## src/rtl/collision_scanner.sv

```systemverilog
// ============================================================================
// Module   : collision_scanner
// Purpose  : Walks the 4x4 block window one cell per clock, drives the per-cell
//            checker and folds its verdicts into a single collision result.
// Revision : 1.0 - initial release
// ============================================================================
`default_nettype none

module collision_scanner #(
    parameter int FIELD_W    = 20,
    parameter int FIELD_H    = 20,
    parameter int EARLY_EXIT = 1
) (
    input  logic       clk,
    input  logic       rst,
    input  logic       start,
    input  logic [4:0] pos_x,
    input  logic [4:0] pos_y,
    input  logic       check_result,
    output logic [4:0] b_x,
    output logic [4:0] b_y,
    output logic [4:0] block_pos_x,
    output logic [4:0] block_pos_y,
    output logic [3:0] block_index,
    output logic [8:0] field_index,
    output logic       ready,
    output logic       busy,
    output logic       done,
    output logic       collision
);

    typedef enum logic [1:0] {
        S_IDLE = 2'd0,
        S_SCAN = 2'd1,
        S_DONE = 2'd2
    } state_t;

    localparam logic [5:0] c_FIELD_W6 = 6'(FIELD_W);
    localparam logic [5:0] c_FIELD_H6 = 6'(FIELD_H);
    localparam logic [8:0] c_FIELD_W9 = 9'(FIELD_W);

    state_t     state_q, state_d;
    logic [3:0] k_q, k_d;
    logic [4:0] bpx_q, bpx_d;
    logic [4:0] bpy_q, bpy_d;
    logic       acc_q, acc_d;
    logic       coll_q, coll_d;

    logic [5:0] w_sum_x;
    logic [5:0] w_sum_y;
    logic       w_oob;
    logic [8:0] w_flat;

    always_ff @(posedge clk or posedge rst) begin
        if (rst) begin
            state_q <= S_IDLE;
            k_q     <= 4'd0;
            bpx_q   <= 5'd0;
            bpy_q   <= 5'd0;
            acc_q   <= 1'b0;
            coll_q  <= 1'b0;
        end else begin
            state_q <= state_d;
            k_q     <= k_d;
            bpx_q   <= bpx_d;
            bpy_q   <= bpy_d;
            acc_q   <= acc_d;
            coll_q  <= coll_d;
        end
    end

    always_comb begin
        state_d = state_q;
        k_d     = k_q;
        bpx_d   = bpx_q;
        bpy_d   = bpy_q;
        acc_d   = acc_q;
        coll_d  = coll_q;
        case (state_q)
            S_IDLE: begin
                if (start) begin
                    bpx_d   = pos_x;
                    bpy_d   = pos_y;
                    k_d     = 4'd0;
                    acc_d   = 1'b0;
                    coll_d  = 1'b0;
                    state_d = S_SCAN;
                end
            end
            S_SCAN: begin
                // The counter is left on the exit cell so the outputs keep
                // showing the last presented cell through DONE and IDLE.
                if (check_result && (EARLY_EXIT != 0)) begin
                    coll_d  = 1'b1;
                    state_d = S_DONE;
                end else if (k_q == 4'd15) begin
                    coll_d  = acc_q | check_result;
                    state_d = S_DONE;
                end else begin
                    acc_d = acc_q | check_result;
                    k_d   = k_q + 4'd1;
                end
            end
            S_DONE: begin
                state_d = S_IDLE;
            end
            default: begin
                state_d = S_IDLE;
            end
        endcase
    end

    // 6-bit sums cannot wrap for any 5-bit position plus a 2-bit offset.
    assign w_sum_x = {1'b0, bpx_q} + {4'b0000, k_q[1:0]};
    assign w_sum_y = {1'b0, bpy_q} + {4'b0000, k_q[3:2]};
    assign w_oob   = (w_sum_x >= c_FIELD_W6) || (w_sum_y >= c_FIELD_H6);
    assign w_flat  = ({3'b000, w_sum_y} * c_FIELD_W9) + {3'b000, w_sum_x};

    assign b_x         = {3'b000, k_q[1:0]};
    assign b_y         = {3'b000, k_q[3:2]};
    assign block_index = k_q;
    assign field_index = w_oob ? 9'd0 : w_flat;
    assign block_pos_x = bpx_q;
    assign block_pos_y = bpy_q;
    assign ready       = (state_q == S_IDLE);
    assign busy        = (state_q == S_SCAN);
    assign done        = (state_q == S_DONE);
    assign collision   = coll_q;

endmodule

`default_nettype wire

```

## config.mk

```make
export PLATFORM = sky130hd
export DESIGN_NAME = collision_scanner
export DESIGN_NICKNAME = d
export VERILOG_FILES = /design/src/rtl/collision_scanner.sv
export SDC_FILE = /design/constraint.sdc
export NUM_CORES = 1
export LEC_CHECK = 0
export BUFFER_PORTS_ARGS = -buffer_cell sky130_fd_sc_hd__buf_4
export CAP_MARGIN = 10
export CORE_MARGIN = 2
export CORE_UTILIZATION = 36
export CTS_CLUSTER_DIAMETER = 150
export CTS_CLUSTER_SIZE = 8
export DETAILED_ROUTE_END_ITERATION = 8
export HOLD_SLACK_MARGIN = 0.15
export PLACE_DENSITY = 0.72
export SLEW_MARGIN = 20
export SYNTH_ARGS = -nofsm -noshare
export SYNTH_HDL_FRONTEND = slang
export SYNTH_SLANG_ARGS = --single-unit
```

## constraint.sdc

```tcl
create_clock -name clk -period 6.1 [get_ports clk]
set_clock_uncertainty 0.2 [all_clocks]
set_input_delay 0.61 -clock clk [delete_from_list [all_inputs] [get_ports clk]]
set_output_delay 0.61 -clock clk [all_outputs]
set_load 0.02 [all_outputs]
```

==> summary.txt <==
status -> finished, final reports clean
CTS Root Cell -> clkbuf_8
EDFF count, synth -> 0
drt total wl -> 2898 µm
pre-CTS setup slack -> 2.111 ns
multiplexer area fraction after synthesis -> 0.08291
synthesized-area fraction occupied by adder cells -> 0.1895
Routed WL per cell -> 12.02 µm
HP Class -> primary input to async pin
Max Clk Rate -> 0.2348 GHz
CP Max Fanout -> 6
cell count after synthesis -> 152
worst skew pair latency -> 0.26 ns
row cnt -> 23
die width -> 68.10 µm
Post-DRT Antenna Nets -> 0
Die Height -> 68.10 µm
setup violators final -> 0
Sequential Area -> 450.4 µm²
H-tree Lvls -> 1
P&R area growth vs syn -> 24.28%
Least-Margin Pin Slew -> 0.6673 ns
CTS resizes -> 0
Multi-input gate area -> 898.4 µm²
Inst Count DP -> 237
startpoint types -> flip-flop
Final min period -> 4.259 ns
Synth Flop Type -> dfrtp_1
RSZ-0062 raised after global routing -> false
Non-Filler Instances -> 241
Synth cell types -> 32
initial DRC count -> 30
Mapped Area -> 1479 µm²
post-synthesis compound-gate area fraction -> 0.07783
gr usage total -> 0.1371
most frequent cells in the layout -> 44 x buf_4, 18 x dfrtp_1, 17 x nor2_1
initial antenna violation count -> 0
Starting Density -> 0.3724
Crit. End Element -> output port
Final GP Congestion -> 0.8105
hold buffers post-CTS -> 0
buffer count from post-CTS setup fixing -> 0
asr flop ratio synth -> 1.000
fraction of synthesized cell area in xor and xnor cells -> 0.09814
first-pass iteration count of the detailed router -> 4
maxcap violations -> 0
overall die area -> 4637 µm²
mean post-synth cell area -> 9.730 µm²
Post-Synth Simple-Gate Area -> 0.1438
Rel. slew slack -> 0.5546
largest family of logic cells by synthesized area -> adder cells
drc violations -> 0
Overflow after GRT -> 0
PortBufs -> 44
CP startpoint -> block_index[2]$_DFFE_PP0P_
CTS Sinks -> 18
CTS Buffer Depth -> 2
Warnings, synthesis -> 0
Arr. time, crit path -> 3.45 ns
io pins -> 51
DR vias/cell -> 4.656
# fillers -> 425
first-pass GRT wire length -> 4843 µm
clock buffer count from CTS -> 3
Setup TNS -> 0 ns
post-route setup slack -> 1.841 ns
layout cell share with drive strength beyond 1 -> 0.3194
largest net degree at the start of global routing -> 19
post-synthesis register bit count -> 18
CTS tree -> done
dpl hpwl -> 2374 µm
period utilization -> 0.6981
Max Slew Vio Count -> 0
most common cell after layout, fill and taps aside -> buf_4
Crit path required time -> 5.29 ns
via count -> 1122
layout net count -> 226
Worst-path clk slew -> 0.07 ns
sequential fraction of the synthesis area -> 0.3046
Setup CP Type -> flip-flop to output port
ANT cells -> 0
Hold Violations, Final -> 0
fin util -> 0.4628
vias in the first global route -> 1067
core area -> 3971 µm²
worst flop-to-flop path startpoint -> block_index[1]$_DFFE_PP0P_
-- worst paths after layout --
kind                                               to  slack (ns)  depth (start not counted)
min                        block_index[3]$_DFFE_PP0P_        0.25                          2
min in group clk                    acc_q$_DFFE_PP0P_        0.33                          1
min reg2reg                         acc_q$_DFFE_PP0P_        0.33                          1
max in group asynchronous       collision$_DFFE_PP0P_        5.03                          2
max reg2reg                block_index[0]$_DFFE_PP0P_        4.04                          5
max                                    field_index[8]        1.84                         12
-- cell usage after synthesis, types with 2 or more instances --
master	number	area share
a21o_1	3	0.015
mux2_2	10	0.076
nand2_1	12	0.030
dfrtp_1	18	0.30
inv_1	11	0.028
xnor2_1	6	0.036
a21oi_1	4	0.014
nor2_1	17	0.043
nor3_1	2	0.0068
nand3_1	3	0.010
fa_1	4	0.054
buf_6	2	0.015
buf_4	10	0.051
o21ai_0	4	0.014
xor2_1	8	0.047
nor2b_1	5	0.021
buf_2	2	0.0068
ha_1	16	0.14
nand2b_1	2	0.0085
-- stage by stage --
stage | instance area, µm² | hold WS [ns]
3_3_place_gp | 1783 | 0.2933
3_5_place_dp | 1783 | 0.3122
2_1_floorplan | 1498 | 0.2658
6_report | 1838 | 0.2482
4_1_cts | 1838 | 0.2792
5_1_grt | 1838 | 0.3228
-- sequential cells by signal (all words and copies together), names as in the netlist --
name / flops
collision: 1
block_pos_x: 5
block_pos_y: 5
block_index: 4
acc_q: 1
state_q: 2
-- critical path: stages (launching register included) --
cell and delay [ns]:
dfrtp_1 0.44, ha_1 0.25, fa_1 0.47, nand3_1 0.14
xnor2_1 0.16, ha_1 0.32, ha_1 0.31, a21o_1 0.16
a21oi_1 0.18, xor2_1 0.20, xnor3_1 0.32, nor2_1 0.10
buf_4 0.15
-- per-layer routing --
metal / up-vias / wire, µm / share of wire / global-route usage
li1: 565 / - / - / -
met1: 524 / 1304 / 0.45 / 0.1796
met2: 29 / 1401 / 0.48 / 0.2294
met4: 0 / 33 / 0.011 / 0.04500
met5: - / 0 / 0 / 0
met3: 4 / 158 / 0.055 / 0.02303
-- kinds of logic (layout without fill, tap and decap cells) --
| group | after synthesis | count (layout) |
|---|---|---|
| AO/OA/AOI/OAI | 17 | 17 |
| XOR/XNOR | 15 | 15 |
| adder cells (fa/ha/maj) | 20 | 20 |
| buffers and inverters | 25 | 59 |
| flip-flops | 18 | 18 |
| multiplexers | 11 | 11 |
| other | 1 | 6 |
| AND/OR/NAND/NOR | 45 | 45 |
-- final cells by class --
type	count	share of cell area
well taps	50	0.03404
repair buffers	44	0.1797
inverters	11	0.02246
multi-input cells	114	0.4888
clock buffers	4	0.02995
flip-flops and latches	18	0.2451
Power is left out: the tool's default activity adds up to more than one toggle a clock period on the data nets, which glitch-free logic cannot reach.
